<file path="src/rtl/genius_seq_engine.sv">
// Genius game sequence engine: grows an LFSR-derived button sequence each round,
// plays it on the LEDs paced by tick, then checks player presses one at a time.
module genius_seq_engine #(
  parameter int unsigned N_BTN         = 4,
  parameter int unsigned DEPTH         = 16,
  parameter int unsigned TIMEOUT_TICKS = 5,
  parameter int unsigned PTS_W         = 8
) (
  input  logic                            CLOCK_50,
  input  logic                            R,
  input  logic                            start,
  input  logic [15:0]                     seed,
  input  logic                            tick,
  input  logic [N_BTN-1:0]                btn_press,
  output logic [N_BTN-1:0]                leds,
  output logic [$clog2(DEPTH+1)-1:0]      round,
  output logic [PTS_W-1:0]                points,
  output logic                            end_FPGA,
  output logic                            end_User,
  output logic                            match,
  output logic                            end_time,
  output logic                            win,
  output logic                            lose
);

  localparam int unsigned BW = $clog2(N_BTN);
  localparam int unsigned RW = $clog2(DEPTH + 1);
  localparam int unsigned IW = (DEPTH > 1) ? $clog2(DEPTH) : 1;
  localparam int unsigned TW = $clog2(TIMEOUT_TICKS + 1);

  typedef enum logic [2:0] {
    StIdle, StGen, StShowOn, StShowOff, StWaitUser, StWin, StLose
  } state_e;

  state_e            state_q, state_d;
  logic [15:0]       lfsr_q, lfsr_d;
  logic [RW-1:0]     round_q, round_d;
  logic [PTS_W-1:0]  points_q, points_d;
  logic [IW-1:0]     k_q, k_d, u_q, u_d;
  logic [TW-1:0]     t_q, t_d;
  logic [N_BTN-1:0]  leds_q, leds_d;
  logic              end_fpga_q, end_fpga_d;
  logic              end_user_q, end_user_d;
  logic              match_q, match_d;
  logic              end_time_q, end_time_d;
  logic              win_q, win_d;
  logic              lose_q, lose_d;

  logic [BW-1:0]     seq_q [DEPTH];
  logic              seq_we;
  logic [IW-1:0]     seq_waddr;
  logic [BW-1:0]     seq_wdata;

  logic [BW-1:0]     step;
  logic [RW-1:0]     last_idx;
  logic [IW-1:0]     k_nxt;
  logic [TW-1:0]     t_inc;
  logic [N_BTN-1:0]  exp_btn;

  function automatic logic [N_BTN-1:0] onehot(input logic [BW-1:0] v);
    logic [N_BTN-1:0] r;
    r    = '0;
    r[v] = 1'b1;
    return r;
  endfunction

  assign step     = lfsr_q[BW-1:0];
  assign last_idx = round_q - RW'(1);
  assign k_nxt    = k_q + IW'(1);
  assign t_inc    = t_q + TW'(1);
  assign exp_btn  = onehot(seq_q[u_q]);

  always_comb begin
    state_d    = state_q;
    lfsr_d     = lfsr_q;
    round_d    = round_q;
    points_d   = points_q;
    k_d        = k_q;
    u_d        = u_q;
    t_d        = t_q;
    leds_d     = leds_q;
    end_fpga_d = 1'b0;
    end_user_d = 1'b0;
    match_d    = 1'b0;
    end_time_d = end_time_q;
    win_d      = win_q;
    lose_d     = lose_q;
    seq_we     = 1'b0;
    seq_waddr  = round_q[IW-1:0];
    seq_wdata  = step;

    case (state_q)
      StIdle, StWin, StLose: begin
        leds_d = '0;
        if (start) begin
          lfsr_d     = (seed == 16'h0000) ? 16'hACE1 : seed;
          round_d    = '0;
          points_d   = '0;
          win_d      = 1'b0;
          lose_d     = 1'b0;
          end_time_d = 1'b0;
          state_d    = StGen;
        end
      end
      StGen: begin
        seq_we  = 1'b1;
        lfsr_d  = (lfsr_q >> 1) ^ (lfsr_q[0] ? 16'hB400 : 16'h0000);
        round_d = round_q + RW'(1);
        k_d     = '0;
        // seq[0] is being written this cycle on the first round, so bypass it
        leds_d  = onehot((round_q == '0) ? step : seq_q[0]);
        state_d = StShowOn;
      end
      StShowOn: begin
        if (tick) begin
          leds_d  = '0;
          state_d = StShowOff;
        end
      end
      StShowOff: begin
        if (tick) begin
          if (RW'(k_q) == last_idx) begin
            end_fpga_d = 1'b1;
            u_d        = '0;
            t_d        = '0;
            state_d    = StWaitUser;
          end else begin
            k_d     = k_nxt;
            leds_d  = onehot(seq_q[k_nxt]);
            state_d = StShowOn;
          end
        end
      end
      StWaitUser: begin
        if (btn_press != '0) begin
          if (btn_press == exp_btn) begin
            t_d = '0;
            if (RW'(u_q) == last_idx) begin
              end_user_d = 1'b1;
              match_d    = 1'b1;
              points_d   = (&points_q) ? points_q : points_q + PTS_W'(1);
              if (round_q == RW'(DEPTH)) begin
                win_d   = 1'b1;
                state_d = StWin;
              end else begin
                state_d = StGen;
              end
            end else begin
              u_d = u_q + IW'(1);
            end
          end else begin
            lose_d  = 1'b1;
            state_d = StLose;
          end
        end else if (tick) begin
          t_d = t_inc;
          if (t_inc == TW'(TIMEOUT_TICKS)) begin
            end_time_d = 1'b1;
            lose_d     = 1'b1;
            state_d    = StLose;
          end
        end
      end
      default: state_d = StIdle;
    endcase
  end

  always_ff @(posedge CLOCK_50 or negedge R) begin
    if (!R) begin
      state_q    <= StIdle;
      lfsr_q     <= 16'h0000;
      round_q    <= '0;
      points_q   <= '0;
      k_q        <= '0;
      u_q        <= '0;
      t_q        <= '0;
      leds_q     <= '0;
      end_fpga_q <= 1'b0;
      end_user_q <= 1'b0;
      match_q    <= 1'b0;
      end_time_q <= 1'b0;
      win_q      <= 1'b0;
      lose_q     <= 1'b0;
    end else begin
      state_q    <= state_d;
      lfsr_q     <= lfsr_d;
      round_q    <= round_d;
      points_q   <= points_d;
      k_q        <= k_d;
      u_q        <= u_d;
      t_q        <= t_d;
      leds_q     <= leds_d;
      end_fpga_q <= end_fpga_d;
      end_user_q <= end_user_d;
      match_q    <= match_d;
      end_time_q <= end_time_d;
      win_q      <= win_d;
      lose_q     <= lose_d;
    end
  end

  // Sequence memory contents are don't-care after reset.
  always_ff @(posedge CLOCK_50) begin
    if (seq_we) seq_q[seq_waddr] <= seq_wdata;
  end

  assign leds     = leds_q;
  assign round    = round_q;
  assign points   = points_q;
  assign end_FPGA = end_fpga_q;
  assign end_User = end_user_q;
  assign match    = match_q;
  assign end_time = end_time_q;
  assign win      = win_q;
  assign lose     = lose_q;

endmodule

</file>
<file path="config.mk">
export PLATFORM = sky130hd
export DESIGN_NAME = genius_seq_engine
export DESIGN_NICKNAME = d
export VERILOG_FILES = /design/src/rtl/genius_seq_engine.sv
export SDC_FILE = /design/constraint.sdc
export NUM_CORES = 1
export LEC_CHECK = 0
export ABC_AREA = 1
export CELL_PAD_IN_SITES_DETAIL_PLACEMENT = 1
export CELL_PAD_IN_SITES_GLOBAL_PLACEMENT = 2
export CORE_ASPECT_RATIO = 1.4
export CORE_MARGIN = 2
export CORE_UTILIZATION = 37
export DETAILED_ROUTE_END_ITERATION = 12
export PLACE_DENSITY = 0.82
export SYNTH_ARGS = -nofsm -noshare
export SYNTH_HDL_FRONTEND = slang
export SYNTH_SLANG_ARGS = --single-unit
</file>
<file path="constraint.sdc">
create_clock -name CLOCK_50 -period 4.95 [get_ports CLOCK_50]
set_clock_uncertainty 0.05 [all_clocks]
set_input_delay 0.7425 -clock CLOCK_50 [delete_from_list [all_inputs] [get_ports CLOCK_50]]
set_output_delay 0.7425 -clock CLOCK_50 [all_outputs]
set_load 0.01 [all_outputs]
</file>
* Yosys cells after proc, flatten, opt, wreduce, memory -nomap -nowiden
Memory sizes are Yosys's and may differ from the RTL's.
Index checks and enable logic that the tools add are counted.
** Operators by class
- Add/subtract/negate cells :: 6
- $mul :: 0
- Divide/modulo/power cells :: 0
- Order comparisons :: 6
- Equality and inequality tests :: 30
- Shifts and indexed selects :: 0
- Mux-type cells :: 72
- Bitwise logic cells :: 1
- Reduce and logical (&&, ||, !) cells :: 24
** Operators with widths (count)
- 16-bit two-way mux :: 3
- 3-bit two-way mux :: 15
- 4-bit two-way mux :: 10
- 8-bit two-way mux :: 5
- 16-bit one-hot mux with 2 select lines :: 1
- 2-bit != test (second input constant) :: 14
- 6-bit AND reduction :: 4
- 1-bit two-way mux :: 23
- 16-bit zero test :: 1
- 4-bit one-hot mux with 2 select lines :: 2
- 4-bit one-hot mux with 4 select lines :: 1
- 8-bit one-hot mux with 2 select lines :: 1
- 15-bit by 16-bit XOR with 16-bit output :: 1
- 3-bit one-hot mux with 5 select lines :: 1
- 5-bit AND reduction :: 3
- 3-bit == test (second input constant) :: 4
- 3-bit != test (second input constant) :: 4
- 4-bit by 5-bit == test with 1-bit output :: 2
- 5-bit one-hot mux with 2 select lines :: 1
- 2-bit by 3-bit < comparator with 1-bit output (second input constant) :: 3
- 4-bit by 1-bit adder with 4-bit output (second input constant) :: 2
- 8-bit by 1-bit adder with 8-bit output (second input constant) :: 1
- 8-bit AND reduction :: 1
- 2-bit nonzero test :: 4
- other kinds (22) :: 32
** Word-level totals
- Register bits after elaboration :: 52
- Latch bits :: 0
- Bits in writable memories :: 32
- ROM bits :: 0
- Input bits :: 24
- Output and inout bits :: 23
- Word-level logic and storage cells :: 153
- Memories :: 1
** Memories
- seq_q :: words 16, bits a word 2, read ports 3, clocked after memory_dff 0, wr ports 1, line 49 : logic [BW-1:0] seq_q [DEPTH];

* Logic depth before layout (Yosys ltp)
Gate-level depths: netlist of run 1.
An unclocked memory read counts as a cell.
- Depth after elaboration :: 9
- Gate-level depth with buffers :: 19
- Gate-level depth less buffers :: 17

* Least setup slack after synthesis of run 1
Ideal clock, no wire load.
- Path type :: reg-to-reg
- Start point :: register round_q[0] (netlist: round[0])
- End point :: register t_q[0]
- Setup time :: 0.122 ns
- Arrival time :: 2.007 ns
- Data required time :: 4.778 ns
- Slack :: 2.771 ns
- Cell stages (with the launch flop) :: 12
- Path buffers :: 1
- Clock period less this slack :: 2.179 ns
- Path through :: dfrtp_1 -> clkbuf_2 -> inv_1 -> ha_1 -> xnor2_1 -> nor3_1 -> nand3_1 -> nand2_1 -> and3_1 -> nand2_1 -> nand2_1 -> o21ai_1
** Between the ends
- Cells in the longest elaborated chain, start to end :: 4
** Ends and longest elaborated chain
- start, declared :: line 37 : logic [RW-1:0] round_q, round_d;
- start signal, assigned :: line 187 : round_q <= round_d;
- 5-bit by 1-bit subtractor with 5-bit output :: line 68 : assign last_idx = round_q - RW'(1);
- 4-bit by 5-bit == test with 1-bit output :: line 122 : if (RW'(k_q) == last_idx) begin
- 2-bit != test (no line)
- 5-bit AND reduction (no line)
- end signal, assigned :: line 191 : t_q <= t_d;
- end, declared :: line 40 : logic [TW-1:0] t_q, t_d;
No other way between the ends.
A chain may end at the register's enable or synchronous reset.

* Worst setup path in the final report of run 1
- Start point :: register u_q[0]
- End point :: register points_q[0] (netlist: points[0])
** Between the ends
- Cells in the longest elaborated chain, start to end :: 8
- Elaborated cells between the ends (all ways) :: 11
- Classes of those cells :: order compare (2); eq/ne (4); mux (2); reduce/logical (2); memory (1)
** Ends and longest elaborated chain
- start, declared :: line 39 : logic [IW-1:0] k_q, k_d, u_q, u_d;
- start signal, assigned :: line 190 : u_q <= u_d;
- memory 16 x 2 bit
- 2-bit by 3-bit < comparator with 1-bit output (not written as such) or 2-bit by 1-bit >= comparator with 1-bit output (tied branches) :: line 63 : r[v] = 1'b1;
- 1-bit logical AND (not written as such) :: line 63
- 1-bit two-way mux (not written as such) :: line 63
- 1-bit demux with 2-bit select :: line 63
- 4-bit == test :: line 136 : if (btn_press == exp_btn) begin
- 2-bit != test (no line)
- 6-bit AND reduction (no line) *
- end signal, assigned :: line 188 : points_q <= points_d;
- end, declared :: line 38 : logic [PTS_W-1:0] points_q, points_d;
Every way passes the cells marked *; elsewhere a longest branch is shown, timed or not.

==> flow_summary.json, run 1 <==
{
  "status": "complete, no violations",
  "crit_arrival_ps": 3340,
  "fin_total_pwr_uw": 2741,
  "crit_family": "simple AND/OR/NAND/NOR gates",
  "p_seq_share_pct": 38.0,
  "gp_congestion": 0.7877,
  "seq_area_um2": 2262,
  "cp_max_fo": 28,
  "worstSetupPathType": "register to register",
  "worst_pin_slew_ps": 1075,
  "maxCapViolations": 0,
  "ir_drop_mv": 0.2038,
  "crit_chain": "inv_4, nand2_1, nand3_1, nand3_1, nand3_1, nand2_1, nand2_1, nand2_1, nand2_1, nor2_2, nand2_2, nand2_2, nand3_2, nand2_1, nand2_1",
  "pwr_density_cell_nw_per_um2": 480.6,
  "io_buffer_count": 46,
  "setup_tns_ps": 0,
  "cts.sinks": 84,
  "wirelength_um": 14050,
  "numCtsBuffers": 9,
  "ys_seq_area_share_pct": 46.17,
  "area_growth_pct": 16.39,
  "antenna_found_initial": 0,
  "pwr-share-comb_pct": 38.9,
  "final_common_cell": "nand2_1",
  "ioPinCount": 47,
  "root_buffer": "clkbuf_16",
  "grtUsageTotal_pct": 21.17,
  "cp.depth": 15,
  "cp_common_cell": "nand2_1",
  "swShare_pct": 41.91,
  "syn_area_um2": 4900,
  "synth_edf_count": 32,
  "leakagePower_uw": 0.002463,
  "most-common-layout-cells": "156 x nand2_1, 73 x inv_1, 52 x dfrtp_1, 51 x nand3_1, 51 x nor2_1",
  "die_height_um": 140.2,
  "post_cts_resized": 0,
  "avgViaCountPerCell": 5.330,
  "insertion_delay_ps": 340,
  "dpl_cell_area_um2": 5425,
  "finalSetupViolations": 0,
  "synthesis.nets": 648,
  "fmax_ghz": 0.3155,
  "period_needed_ps": 3169,
  "rows": 49,
  "grt_pass1_wl_um": 23620,
  "layout_setup_ws_ps": 1781,
  "final-hold-violation-count": 0,
  "die_area_um2": 14190,
  "avgRoutedWirePerCell_um": 17.34,
  "fin_area_um2": 5703,
  "fill_cells": 1596,
  "worstPathRequired_ps": 5120,
  "endpoint": "points[0]",
  "cp_num_buf_inv": 1,
  "cts_max_path_buffers": 2,
  "crit_path_end_kind": "register",
  "finalCritPeriodShare_pct": 64.02,
  "cts_hold_buffers": 0,
  "via_count": 4317,
  "initial_core_util_pct": 38.06,
  "ys_top_cells_by_area": "dfrtp_1 27%, edfxtp_1 20%, nand2_1 12%, inv_1 5.6%, nand3_1 5.2%",
  "fin_nets": 685,
  "hpwl_um": 10120,
  "first_pass_iters": 4,
  "p_clk_share_pct": 23.2,
  "cp-startpoint": "u_q[0]",
  "startpoint_type": "register",
  "cp_slowest_cell": "dfrtp_1",
  "yosys.area.top_type_share_pct": 26.56,
  "synth_cells": 615,
  "rsz0062_at_grt": "false",
  "drt-initial-drc-count": 156,
  "core_area_um2": 12870,
  "grt_max_degree": 53,
  "ys_seq_elements": 84,
  "die_w_um": 101.3,
  "ys_warn_count": 0,
  "htree_levels": 3,
  "multi_input_area_um2": 2198,
  "ant_nets": 0,
  "remaining_drc_errors": 0,
  "synthArstFlopShare_pct": 61.90,
  "antenna_cells": 0,
  "cts_tree": "built",
  "hp-class": "register to register",
  "maxSlewHeadroom_pct": 28.34,
  "power.switching_uw": 1149,
  "power.internal_uw": 1592,
  "grt_overflow": 0,
  "synth_flop_cell": "dfrtp_1",
  "rr_startpoint": "u_q[0]",
  "pre_cts_slack_ps": 1718,
  "path_clk_slew_ps": 60,
  "final_util_pct": 44.30,
  "final_layout_size_suffix_gt1_share_pct": 5.784,
  "avgSynthCellArea_um2": 7.967,
  "r2r_setup_slack_ps": 1780,
  "postCtsSetupRepairBufs": 0,
  "yosysUniqueCellTypes": 41,
  "crit_path_max_incr_delay_ps": 1050,
  "slew_viol_final": 0,
  "synth.largest_area_cell": "dfrtp_1",
  "r2r_cells": 15,
  "reg2reg_to": "points[0]",
  "grt_pass1_vias": 4535
}
[cell usage after synthesis, types with 2 or more instances]
library cell	n
o21ai_1	12
edfxtp_1	32
o221ai_1	5
o211ai_1	10
nand3_1	51
xnor2_1	10
buf_8	2
nand4_1	18
o31ai_1	3
xor2_1	7
o21ai_0	37
clkbuf_2	2
nand2_2	2
inv_1	73
nand3_2	2
clkbuf_1	12
nor2_2	4
buf_6	3
ha_1	9
dfrtp_1	52
nor3_1	12
a21oi_1	20
buf_2	2
nand2_1	156
nor2_1	51
inv_2	5
o22ai_1	9
[worst min-delay path by stage]
stage / endpoint / start / slack (ps) / depth (start not counted)
floorplan: end_FPGA / R / 400 / 0
global placement: lose / lose / 410 / 2
detailed placement: win / win / 420 / 2
CTS: win / win / 430 / 2
global route: leds[0] / leds[0] / 460 / 2
finish: win / win / 430 / 2
[state kept, by name, indices dropped and copies added (netlist names), 3 cells and up]
name	count
lfsr_q	16
t_q	3
k_q	4
round	5
seq_q	32
u_q	4
points	8
state_q	3
leds	4
[worst reg2reg max path: stages, from the launching register on]
cell     delay [ps]
dfrtp_1        1050
inv_4           170
nand2_1         130
nand3_1          80
nand3_1         130
nand3_1         110
nand2_1         130
nand2_1          60
nand2_1          60
nand2_1          70
nor2_2          130
nand2_2          90
nand2_2         330
nand3_2         280
nand2_1         120
nand2_1          60
[power by group through the flow]
stage | Clock (µW) | Sequential (µW) | Combinational, µW
detailed placement | 0 | 1050 | 1070
floorplan | 0 | 973 | 815
CTS | 651 | 1040 | 1080
global placement | 0 | 1050 | 1030
global route | 677 | 1060 | 1210
finish | 636 | 1040 | 1060
[routing by layer]
layer  up-vias  routed length (µm)  global-route usage (%)
met2        46                7348                   36.81
li1       2116                   -                       -
met4         0                 188                   5.832
met5         -                   0                       0
met1      2146                6227                   27.42
met3         9                 284                   2.695
[cell type report]
| class | instances | area share, % |
|---|---|---|
| inverter | 80 | 5.309 |
| multi-input combinational | 429 | 38.55 |
| timing repair buffer | 48 | 8.249 |
| clock inverter | 6 | 0.8556 |
| sequential | 84 | 39.67 |
| clock buffer | 10 | 4.015 |
| tap | 153 | 3.357 |
[logic make-up (layout without fill, tap and decap cells)]
kind of cell / after synthesis / count (layout) / synth area share (%)
AOI/OAI and AO/OA: 99 / 99 / 11.72
xor gates and xnor gates: 18 / 18 / 3.371
adders and majority gates: 9 / 9 / 2.298
buffers and inverters: 102 / 144 / 8.963
DFF: 84 / 84 / 46.17
and+or+nand+nor: 303 / 303 / 27.48
[stage by stage]
| stage | hold WS [ps] | cells |
|---|---|---|
| after floorplan | 396.9 | 615 |
| after global routing | 462.0 | 810 |
| after global placement | 408.7 | 794 |
| after detailed placement | 418.2 | 794 |
| final | 430.0 | 810 |
| after CTS | 433.9 | 810 |
No activity file was read; power rests on OpenSTA's default activity.
==> run 2, diff against run 1 <==
--- a/config.mk
+++ b/config.mk
@@ -10,9 +10,9 @@
 export CELL_PAD_IN_SITES_GLOBAL_PLACEMENT = 2
 export CORE_ASPECT_RATIO = 1.4
 export CORE_MARGIN = 2
-export CORE_UTILIZATION = 37
+export CORE_UTILIZATION = 34
 export DETAILED_ROUTE_END_ITERATION = 12
-export PLACE_DENSITY = 0.82
+export PLACE_DENSITY = 0.76
 export SYNTH_ARGS = -nofsm -noshare
 export SYNTH_HDL_FRONTEND = slang
 export SYNTH_SLANG_ARGS = --single-unit
==> constraint.sdc (replaced) <==
create_clock -name CLOCK_50 -period 3.3 [get_ports CLOCK_50]
set_clock_uncertainty 0.05 [all_clocks]
set_input_delay 0.495 -clock CLOCK_50 [delete_from_list [all_inputs] [get_ports CLOCK_50]]
set_output_delay 0.495 -clock CLOCK_50 [all_outputs]
set_load 0.01 [all_outputs]
==> run 2 against run 1 <==
- non-clock buffer count rose by 6
- critical path type unchanged
- sequential power up 46%
- fmax is 11% higher
- global-route usage is 1.8 points lower
==> flow_summary.json, run 2 (same netlist as run 1, synthesis figures left out) <==
{
  "ir_drop_mv": 0.3598,
  "grt_overflow": 0,
  "die_area_um2": 15400,
  "pwr-share-comb_pct": 39.2,
  "die_height_um": 146.0,
  "via_count": 4318,
  "root_buffer": "clkbuf_16",
  "maxUsedRoutingLayer": "met4",
  "wl_met3_um": 226,
  "hold_slack_ps": 432.4,
  "cts_tree": "built",
  "period_needed_ps": 2849,
  "pre_cts_slack_ps": 417.3,
  "grtUsageTotal_pct": 19.36,
  "status": "complete, no violations",
  "p_clk_share_pct": 24.3,
  "final_layout_size_suffix_gt1_share_pct": 6.637,
  "p_seq_share_pct": 36.5,
  "r2r_cells": 15,
  "crit_arrival_ps": 3040,
  "area_growth_pct": 18.67,
  "power.internal_uw": 2437,
  "rows": 51,
  "leakagePower_uw": 0.002504,
  "cts_max_path_buffers": 2,
  "grt_pass1_wl_um": 23360,
  "finalSetupViolations": 0,
  "cts.sinks": 84,
  "initial_core_util_pct": 35.06,
  "setup_tns_ps": 0,
  "rsz0062_at_grt": "false",
  "remaining_drc_errors": 0,
  "startpoint_type": "register",
  "layout_setup_ws_ps": 450.6,
  "gp_congestion": 0.8202,
  "insertion_delay_ps": 350,
  "wl_met2_um": 7415,
  "hold_path_depth": 2,
  "power.switching_uw": 1736,
  "crit_path_end_kind": "register",
  "finalCritPeriodShare_pct": 86.34,
  "htree_levels": 3,
  "cp_max_fo": 28,
  "antenna_found_initial": 0,
  "worstPathRequired_ps": 3490,
  "top_register": "seq_q",
  "first_pass_iters": 4,
  "die_w_um": 105.5,
  "swShare_pct": 41.59,
  "fin_area_um2": 5814,
  "hp-class": "register to register",
  "fin_cells": 848,
  "post_cts_resized": 0,
  "numCtsBuffers": 9,
  "grt_max_degree": 38,
  "m1WireLength_um": 5966,
  "wirelength_um": 14130,
  "maxSlewHeadroom_pct": 41.00,
  "io_buffer_count": 46,
  "maxCapViolations": 0,
  "final-hold-violation-count": 0,
  "path_clk_slew_ps": 70,
  "ioPinCount": 47,
  "largest_register_ffs": 32,
  "grt_pass1_vias": 4577,
  "hpwl_um": 10780,
  "dp_cells": 831,
  "final_common_cell": "nand2_1",
  "slew_viol_final": 0,
  "core_area_um2": 13970,
  "most-common-layout-cells": "156 x nand2_1, 73 x inv_1, 52 x dfrtp_1, 51 x nand3_1, 51 x nor2_1",
  "avgViaCountPerCell": 5.092,
  "ant_nets": 0,
  "fin_nets": 691,
  "drt-initial-drc-count": 154,
  "pwr_density_cell_nw_per_um2": 717.6,
  "worst_pin_slew_ps": 884.9,
  "dpl_cell_area_um2": 5503,
  "worstSetupPathType": "register to register",
  "fmax_ghz": 0.3510,
  "antenna_cells": 0,
  "avgRoutedWirePerCell_um": 16.66
}
-- run 2: changes by cell type in the layout (fill, tap and decap cells not counted) --
cell           delta
dlygate4sd3_1     +1
buf_4             +5
clkinv_2          -1
clkinv_4          -2
clkbuf_1          -1
clkinv_8          +1
inv_8             +3
-- run 2: metal layers --
metal / vias to the layer above / GRT usage, %
met5: - / 0
met3: 29 / 2.902
met1: 2103 / 22.47
li1: 2126 / -
met2: 60 / 34.94
met4: 0 / 8.400
-- run 2: area by class of cell --
type                       count  area [µm²]
fill                        1691        8160
sequential                    84        2262
multi-input combinational    429        2198
timing repair buffer          54       518.0
inverter                      80       302.8
tap                          185       231.5
clock buffer                   9       225.2
clock inverter                 7       76.32
-- run 2: what timing repair did --
| item | CTS | global route |
|---|---|---|
| setup endpoints to repair | 0 | 0 |
| endpoints found under the hold margin | 9 | 0 |
| hold buffers | 1 | 0 |
| setup buffers | 0 | 0 |
-- run 2: power groups by stage --
stage                     combinational, µW  clock (µW)  sequential (µW)
after floorplan                        1220           0             1460
after detailed placement               1640           0             1550
after global routing                   1870        1090             1560
final                                  1630        1020             1520
after global placement                 1590           0             1540
after CTS                              1650        1060             1530
-- run 2: final timing paths --
check,from,slack (ps),to
min reg2reg,lose,430,lose
min in group asynchronous,R,530,lfsr_q[8]
max reg2reg,u_q[0],450,points[3]
max in group asynchronous,R,1810,t_q[0]
min,lose,430,lose
max,u_q[0],450,points[3]
-- run 2: stage by stage --
| step | utilization, % | power [µW] |
|---|---|---|
| finish | 41.61 | 4173 |
| global route | 41.61 | 4513 |
| CTS | 41.61 | 4234 |
| detailed placement | 39.38 | 3187 |
| global placement | 39.38 | 3135 |
| floorplan | - | 2682 |
-- run 2: worst max-delay path: stages, from the launching register on --
cell and delay (ps):
dfrtp_1 930, inv_4 140, nand2_1 110, nand3_1 70
nand3_1 110, nand3_1 110, nand2_1 120, nand2_1 70
nand2_1 50, nand2_1 60, nor2_2 130, nand2_2 90
nand2_2 310, nand3_2 240, nand2_1 120, nand2_1 50
